`config.mk`:
```
export PLATFORM = sky130hd
export DESIGN_NAME = sdram_init_monitor_flat
export DESIGN_NICKNAME = d
export VERILOG_FILES = /design/src/rtl/sdram_init_monitor_if.sv /design/src/rtl/sdram_init_monitor.sv /design/src/flat_wrapper.sv
export SDC_FILE = /design/constraint.sdc
export NUM_CORES = 1
export LEC_CHECK = 0
export BUFFER_PORTS_ARGS = -buffer_cell sky130_fd_sc_hd__buf_2
export CORE_UTILIZATION = 37
export CTS_BUF_LIST = sky130_fd_sc_hd__clkbuf_8
export DETAILED_ROUTE_END_ITERATION = 8
export PLACE_DENSITY_LB_ADDON = 0.05
export RECOVER_POWER = 25
export SYNTH_ARGS = -nofsm -noshare
export SYNTH_HDL_FRONTEND = slang
export SYNTH_SLANG_ARGS = --single-unit
```
`constraint.sdc`:
```
create_clock -name sys_clk -period 4.4 [get_ports sys_clk]
set_clock_uncertainty 0.15 [all_clocks]
set_input_delay 0.22 -clock sys_clk [delete_from_list [all_inputs] [get_ports sys_clk]]
set_output_delay 0.22 -clock sys_clk [all_outputs]
set_load 0.02 [all_outputs]
```
`src/rtl/sdram_init_monitor_if.sv`:
```
// SDRAM command/address bus seen by the init monitor.
// Latency: none, plain wires between controller and monitor.
// Backpressure: none, the monitor observes every cycle and never stalls the bus.
interface sdram_init_monitor_if;
    logic [3:0]  sdram_cmd;   // {cs_n, ras_n, cas_n, we_n}
    logic [12:0] sdram_addr;  // A10 = all-banks, A[12:0] = mode word

    modport master (output sdram_cmd, output sdram_addr);
    modport slave  (input  sdram_cmd, input  sdram_addr);
endinterface

```
`src/rtl/sdram_init_monitor.sv`:
```
// Tracks the SDRAM power-up init sequence (PRE-all, N refreshes, MODE_SET) and checks command spacing.
// Latency: status outputs update one cycle after the command that causes them.
// Backpressure: none, purely observes the command bus and accepts one command per cycle.
module sdram_init_monitor #(
    parameter int T_POWERUP = 10000,
    parameter int T_RP      = 1,
    parameter int T_RC      = 4,
    parameter int T_MRD     = 2,
    parameter int N_REF     = 2
) (
    input  logic                        sys_clk,
    input  logic                        sys_rst,
    sdram_init_monitor_if.slave         bus,
    output logic                        init_done,
    output logic                        init_err,
    output logic [2:0]                  err_code,
    output logic [12:0]                 mode_reg,
    output logic [2:0]                  cas_latency,
    output logic [2:0]                  burst_len,
    output logic [3:0]                  ref_cnt
);

    // Mode word layout as driven on A[12:0] during MODE_SET.
    typedef struct packed {
        logic [5:0] rsvd;
        logic [2:0] cas_lat;
        logic       burst_type;
        logic [2:0] burst_len;
    } mode_t;

    typedef enum logic [2:0] {
        ST_POWERUP,
        ST_PRE_WAIT,
        ST_REFRESH,
        ST_MRS_WAIT,
        ST_DONE,
        ST_ERROR
    } state_t;

    localparam logic [3:0] CMD_NOP = 4'b0111;
    localparam logic [3:0] CMD_PRE = 4'b0010;
    localparam logic [3:0] CMD_REF = 4'b0001;
    localparam logic [3:0] CMD_MRS = 4'b0000;

    localparam logic [2:0] ERR_EARLY   = 3'd1;
    localparam logic [2:0] ERR_FIRST   = 3'd2;
    localparam logic [2:0] ERR_T_RP    = 3'd3;
    localparam logic [2:0] ERR_T_RC    = 3'd4;
    localparam logic [2:0] ERR_ORDER   = 3'd5;
    localparam logic [2:0] ERR_T_MRD   = 3'd6;
    localparam logic [2:0] ERR_MODE    = 3'd7;

    localparam logic [15:0] GAP_PU  = 16'(T_POWERUP);
    localparam logic [15:0] GAP_RP  = 16'(T_RP);
    localparam logic [15:0] GAP_RC  = 16'(T_RC);
    localparam logic [15:0] GAP_MRD = 16'(T_MRD);
    localparam logic [3:0]  REF_MIN = 4'(N_REF);

    state_t      state_q, state_nxt;
    logic [15:0] gap_q;
    logic [2:0]  code_q, code_nxt;
    logic [3:0]  ref_q, ref_nxt;
    mode_t       mode_q, mode_nxt;

    logic        cmd_idle;
    logic        is_pre, is_ref, is_mrs;
    mode_t       addr_mode;

    // Only CAS latency 2/3 and burst lengths 1/2/4/8/full-page are accepted.
    function automatic logic mode_legal(mode_t m);
        logic cl_ok;
        logic bl_ok;
        cl_ok = (m.cas_lat == 3'd2) || (m.cas_lat == 3'd3);
        bl_ok = (m.burst_len <= 3'd3) || (m.burst_len == 3'd7);
        return cl_ok && bl_ok;
    endfunction

    assign cmd_idle  = bus.sdram_cmd[3] || (bus.sdram_cmd == CMD_NOP);
    assign is_pre    = (bus.sdram_cmd == CMD_PRE);
    assign is_ref    = (bus.sdram_cmd == CMD_REF);
    assign is_mrs    = (bus.sdram_cmd == CMD_MRS);
    assign addr_mode = mode_t'(bus.sdram_addr);

    // Cycle distance since the last real command (or since reset release), saturating.
    always_ff @(posedge sys_clk) begin
        if (sys_rst) begin
            gap_q <= 16'd0;
        end else if (!cmd_idle) begin
            gap_q <= 16'd1;
        end else if (gap_q != 16'hFFFF) begin
            gap_q <= gap_q + 16'd1;
        end
    end

    // Sequence state, first error cause, refresh count and captured mode word.
    always_ff @(posedge sys_clk) begin
        if (sys_rst) begin
            state_q <= ST_POWERUP;
            code_q  <= 3'd0;
            ref_q   <= 4'd0;
            mode_q  <= '0;
        end else begin
            state_q <= state_nxt;
            code_q  <= code_nxt;
            ref_q   <= ref_nxt;
            mode_q  <= mode_nxt;
        end
    end

    // Next-state decode; timing violations take precedence over ordering violations.
    always_comb begin
        state_nxt = state_q;
        code_nxt  = code_q;
        ref_nxt   = ref_q;
        mode_nxt  = mode_q;
        case (state_q)
            ST_POWERUP: begin
                if (!cmd_idle) begin
                    if (gap_q < GAP_PU) begin
                        state_nxt = ST_ERROR;
                        code_nxt  = ERR_EARLY;
                    end else if (is_pre && bus.sdram_addr[10]) begin
                        state_nxt = ST_PRE_WAIT;
                    end else begin
                        state_nxt = ST_ERROR;
                        code_nxt  = ERR_FIRST;
                    end
                end
            end
            ST_PRE_WAIT: begin
                if (!cmd_idle) begin
                    if (gap_q < GAP_RP) begin
                        state_nxt = ST_ERROR;
                        code_nxt  = ERR_T_RP;
                    end else if (is_ref) begin
                        state_nxt = ST_REFRESH;
                        ref_nxt   = 4'd1;
                    end else begin
                        state_nxt = ST_ERROR;
                        code_nxt  = ERR_ORDER;
                    end
                end
            end
            ST_REFRESH: begin
                if (!cmd_idle) begin
                    if (gap_q < GAP_RC) begin
                        state_nxt = ST_ERROR;
                        code_nxt  = ERR_T_RC;
                    end else if (is_ref) begin
                        ref_nxt = (ref_q == 4'hF) ? ref_q : ref_q + 4'd1;
                    end else if (is_mrs && (ref_q >= REF_MIN)) begin
                        // The word is captured even when it turns out to be illegal.
                        mode_nxt = addr_mode;
                        if (mode_legal(addr_mode)) begin
                            state_nxt = ST_MRS_WAIT;
                        end else begin
                            state_nxt = ST_ERROR;
                            code_nxt  = ERR_MODE;
                        end
                    end else begin
                        state_nxt = ST_ERROR;
                        code_nxt  = ERR_ORDER;
                    end
                end
            end
            ST_MRS_WAIT: begin
                if (!cmd_idle) begin
                    state_nxt = ST_ERROR;
                    code_nxt  = ERR_T_MRD;
                end else if (gap_q >= GAP_MRD) begin
                    state_nxt = ST_DONE;
                end
            end
            ST_DONE: begin
                // Normal operation: only track later mode register reloads.
                if (is_mrs) begin
                    mode_nxt = addr_mode;
                end
            end
            default: begin
                // ST_ERROR is absorbing until reset.
            end
        endcase
    end

    assign init_done   = (state_q == ST_DONE);
    assign init_err    = (state_q == ST_ERROR);
    assign err_code    = code_q;
    assign mode_reg    = mode_q;
    assign cas_latency = mode_q.cas_lat;
    assign burst_len   = mode_q.burst_len;
    assign ref_cnt     = ref_q;

endmodule

```
`src/flat_wrapper.sv`:
```
// flat-port wrapper written by rule: the top's interface ports become plain ports
module sdram_init_monitor_flat 
#(
    parameter int T_POWERUP = 10000,
    parameter int T_RP      = 1,
    parameter int T_RC      = 4,
    parameter int T_MRD     = 2,
    parameter int N_REF     = 2
)
  (sys_clk, sys_rst, init_done, init_err, err_code, mode_reg, cas_latency, burst_len, ref_cnt, bus_sdram_cmd, bus_sdram_addr);
  sdram_init_monitor_if bus_i ();
  input  logic sys_clk;
  input  logic sys_rst;
  output logic init_done;
  output logic init_err;
  output logic [2:0] err_code;
  output logic [12:0] mode_reg;
  output logic [2:0] cas_latency;
  output logic [2:0] burst_len;
  output logic [3:0] ref_cnt;
  input wire logic [$bits(bus_i.sdram_cmd)-1:0] bus_sdram_cmd;
  input wire logic [$bits(bus_i.sdram_addr)-1:0] bus_sdram_addr;
  assign bus_i.sdram_cmd = bus_sdram_cmd;
  assign bus_i.sdram_addr = bus_sdram_addr;
  sdram_init_monitor #(.T_POWERUP(T_POWERUP), .T_RP(T_RP), .T_RC(T_RC), .T_MRD(T_MRD), .N_REF(N_REF)) u_core (.sys_clk(sys_clk), .sys_rst(sys_rst), .bus(bus_i), .init_done(init_done), .init_err(init_err), .err_code(err_code), .mode_reg(mode_reg), .cas_latency(cas_latency), .burst_len(burst_len), .ref_cnt(ref_cnt));
endmodule
```
==> impl_metrics.json <==
{
  "status": "finished clean",
  "dieArea_sq_um": 6210,
  "synth_edf_count": 0,
  "post-place-ws_ps": 1970,
  "async_flop_share_pct": 0,
  "grt_max_degree": 23,
  "vdd_drop_max_mv": 0.161,
  "cts_sinks": 39,
  "fin_util_pct": 44.7,
  "numCtsBuffers": 5,
  "nFillCells": 584,
  "setup_viol": 0,
  "path_cells": "inv_1 -> ha_1 -> or4_4 -> and2_1 -> o221ai_4 -> mux2i_1 -> nor2_1",
  "synth.distinct_cells": 59,
  "setup_tns_ps": 0,
  "synth_seq_area_share_pct": 35.8,
  "cts_root_buf": "clkbuf_8",
  "syn2layout_area_growth_pct": 14.8,
  "grt_pass1_vias": 1713,
  "synthSimpleGateAreaFrac_pct": 25.4,
  "synth_top_family_by_area": "simple AND/OR/NAND/NOR gates",
  "slowest_stage": "o221ai_4",
  "mostFrequentLayoutCells": "dfxtp_1, nor2_1, buf_2, nand2_1, mux2i_1",
  "synth_mux_area_share_pct": 7.79,
  "synth-seq-cells": 39,
  "gp_congestion": 0.767,
  "cts_tree": "yes",
  "ys.warnings.count": 0,
  "synthXorXnorAreaFrac_pct": 4.76,
  "leakagePower_nw": 1.01,
  "wl_per_cell_um": 14.5,
  "diodes": 0,
  "maxCapViolations": 0,
  "fin_crit_ps": 2430,
  "synthCells": 248,
  "die_w_um": 78.8,
  "clk_latency_ps": 300,
  "cts_buffer_depth": 2,
  "htreeDepth": 2,
  "synth_ff_type": "dfxtp_1",
  "critPathArrivalTime_ps": 2450,
  "worst_pin_slew_ps": 631,
  "die_h_um": 78.8,
  "synthAdderAreaFrac_pct": 2.29,
  "vias_per_cell": 5.41,
  "drcViolationCount": 0,
  "totalWireLength_mm": 5.17,
  "cp_max_fo": 13,
  "hpwl_mm": 3.67,
  "crit_path_end_kind": "register",
  "power.density_nw_per_um2": 300,
  "synth_fp_nets": 271,
  "ant_nets": 0,
  "instances_no_fill": 357,
  "grt_overflow": 0,
  "post-cts-setup-buffers": 0,
  "start_util_pct": 38.9,
  "std_cell_rows": 27,
  "drtPass1Iterations": 4,
  "finalCritPeriodShare_pct": 55.2,
  "slew_headroom_pct": 57.9,
  "worstSetupPathType": "reg2reg",
  "num_io_pins": 47,
  "grt_pass1_wl_mm": 8.34,
  "numPlacedInstances": 348,
  "drtIter0Drc": 78,
  "crit_required_ps": 4420,
  "rsz0062_at_grt": "false",
  "core_area_sq_um": 5610,
  "hold_violations": 0,
  "place.port_buffers": 46,
  "synth_compound_area_share_pct": 17.9,
  "final_common_cell": "dfxtp_1",
  "grt.total_usage_pct": 17.2,
  "slew_viol_final": 0,
  "synthesis.area_sq_um": 2180,
  "antenna_found_initial": 0,
  "largest_reg_flops": 16,
  "synthesis.area_per_instance_sq_um": 8.80,
  "post_cts_resize_count": 0,
  "drive_gt1_share_pct": 18.9,
  "fmax_ghz": 0.412,
  "fin_nets": 307,
  "critPathLaunchType": "register",
  "worst_slack_ps": 1970,
  "hold_class": "in2reg",
  "clk_pin_slew_worst_paths_ps": 80,
  "vias": 1933,
  "slowest_delay_ps": 510
}
[layout make-up]
class	instances	area [sq um]	share of cell area (%)
inverter	7	26.3	1.05
tap	72	90.1	3.59
clock buffer	6	82.6	3.30
sequential	39	781	31.2
clock inverter	2	35.0	1.40
multi-input combinational	184	1270	50.7
timing repair buffer	47	220	8.79
[cells by family (layout without fill, tap and decap cells)]
group,Yosys count,count (layout)
and+or+nand+nor,99,99
AOI/OAI and AO/OA,53,53
DFF,39,39
buffers and inverters,25,62
muxes,17,17
xor gates and xnor gates,11,11
adders and majority gates,4,4
[cells in the mapped netlist, types with 2 or more instances]
cell	number	area share, %
nand4_1	6	1.7
nor4_1	2	0.57
o21a_1	2	0.69
nor4_2	4	2.3
o21ai_0	7	1.6
nor2_1	33	5.7
nor2b_1	3	0.86
xnor2_1	5	2.0
ha_1	4	2.3
and2_1	2	0.57
nand3_1	7	1.6
o211ai_1	7	2.4
buf_4	7	2.4
o21ai_1	2	0.46
nor3_1	9	2.1
nor3b_2	2	1.1
xor2_1	5	2.0
buf_2	3	0.69
nand2_1	20	3.4
clkbuf_1	7	1.2
inv_1	7	1.2
dfxtp_1	39	36
mux2i_1	17	7.8
a41oi_1	2	0.80
a21oi_1	11	2.5
o22ai_1	2	0.57
[final timing paths]
check / cells past startpoint / endpoint / start / slack, ps
worst min register to register: 2 / u_core.err_code[1] / u_core.err_code[1] / 310
worst max-delay path: 7 / u_core.mode_reg[11] / u_core.ref_cnt[0] / 1970
worst min-delay path: 3 / u_core.mode_reg[8] / bus_sdram_addr[8] / 6
worst max register to register: 7 / u_core.mode_reg[11] / u_core.ref_cnt[0] / 1970
[routing by layer]
metal | wire (um) | track usage [%] | part of all wire, % | vias up
met5 | 0 | 0 | 0 | -
met4 | 91 | 7.27 | 1.8 | 0
met3 | 304 | 4.25 | 5.9 | 11
met2 | 2300 | 26.2 | 45 | 51
met1 | 2460 | 23.1 | 48 | 899
li1 | - | - | - | 972
[report_power, final]
part           leakage, nW  total, mW  internal [mW]  switching (mW)
logic                0.633     0.0706         0.0266          0.0440
registers            0.316      0.367          0.359         0.00797
clock network       0.0612      0.314          0.184           0.131
total                 1.01      0.752          0.569           0.183
[critical path: cells and delay by family (launching register included)]
family	cells	cell delay (ps)
buffers and inverters	1	70
AO/OA/AOI/OAI	1	510
flip-flops	1	440
multiplexers	1	250
adder cells (fa/ha/maj)	1	190
AND/OR/NAND/NOR	3	680
[metrics by stage]
stage          hold WS [ps]  power [mW]  instance area [sq um]
2_1_floorplan           214       0.421                   2180
3_3_place_gp            294       0.447                   2400
3_5_place_dp            301       0.446                   2400
4_1_cts               0.272       0.763                   2530
5_1_grt                9.58       0.790                   2510
6_report               6.08       0.752                   2510
[what timing repair did]
action                                  in CTS  in global routing
endpoints found under the hold margin        1                  0
hold buffers                                 1                  0
endpoints found under the setup margin       0                  0
No activity file was read; power rests on OpenSTA's default activity.
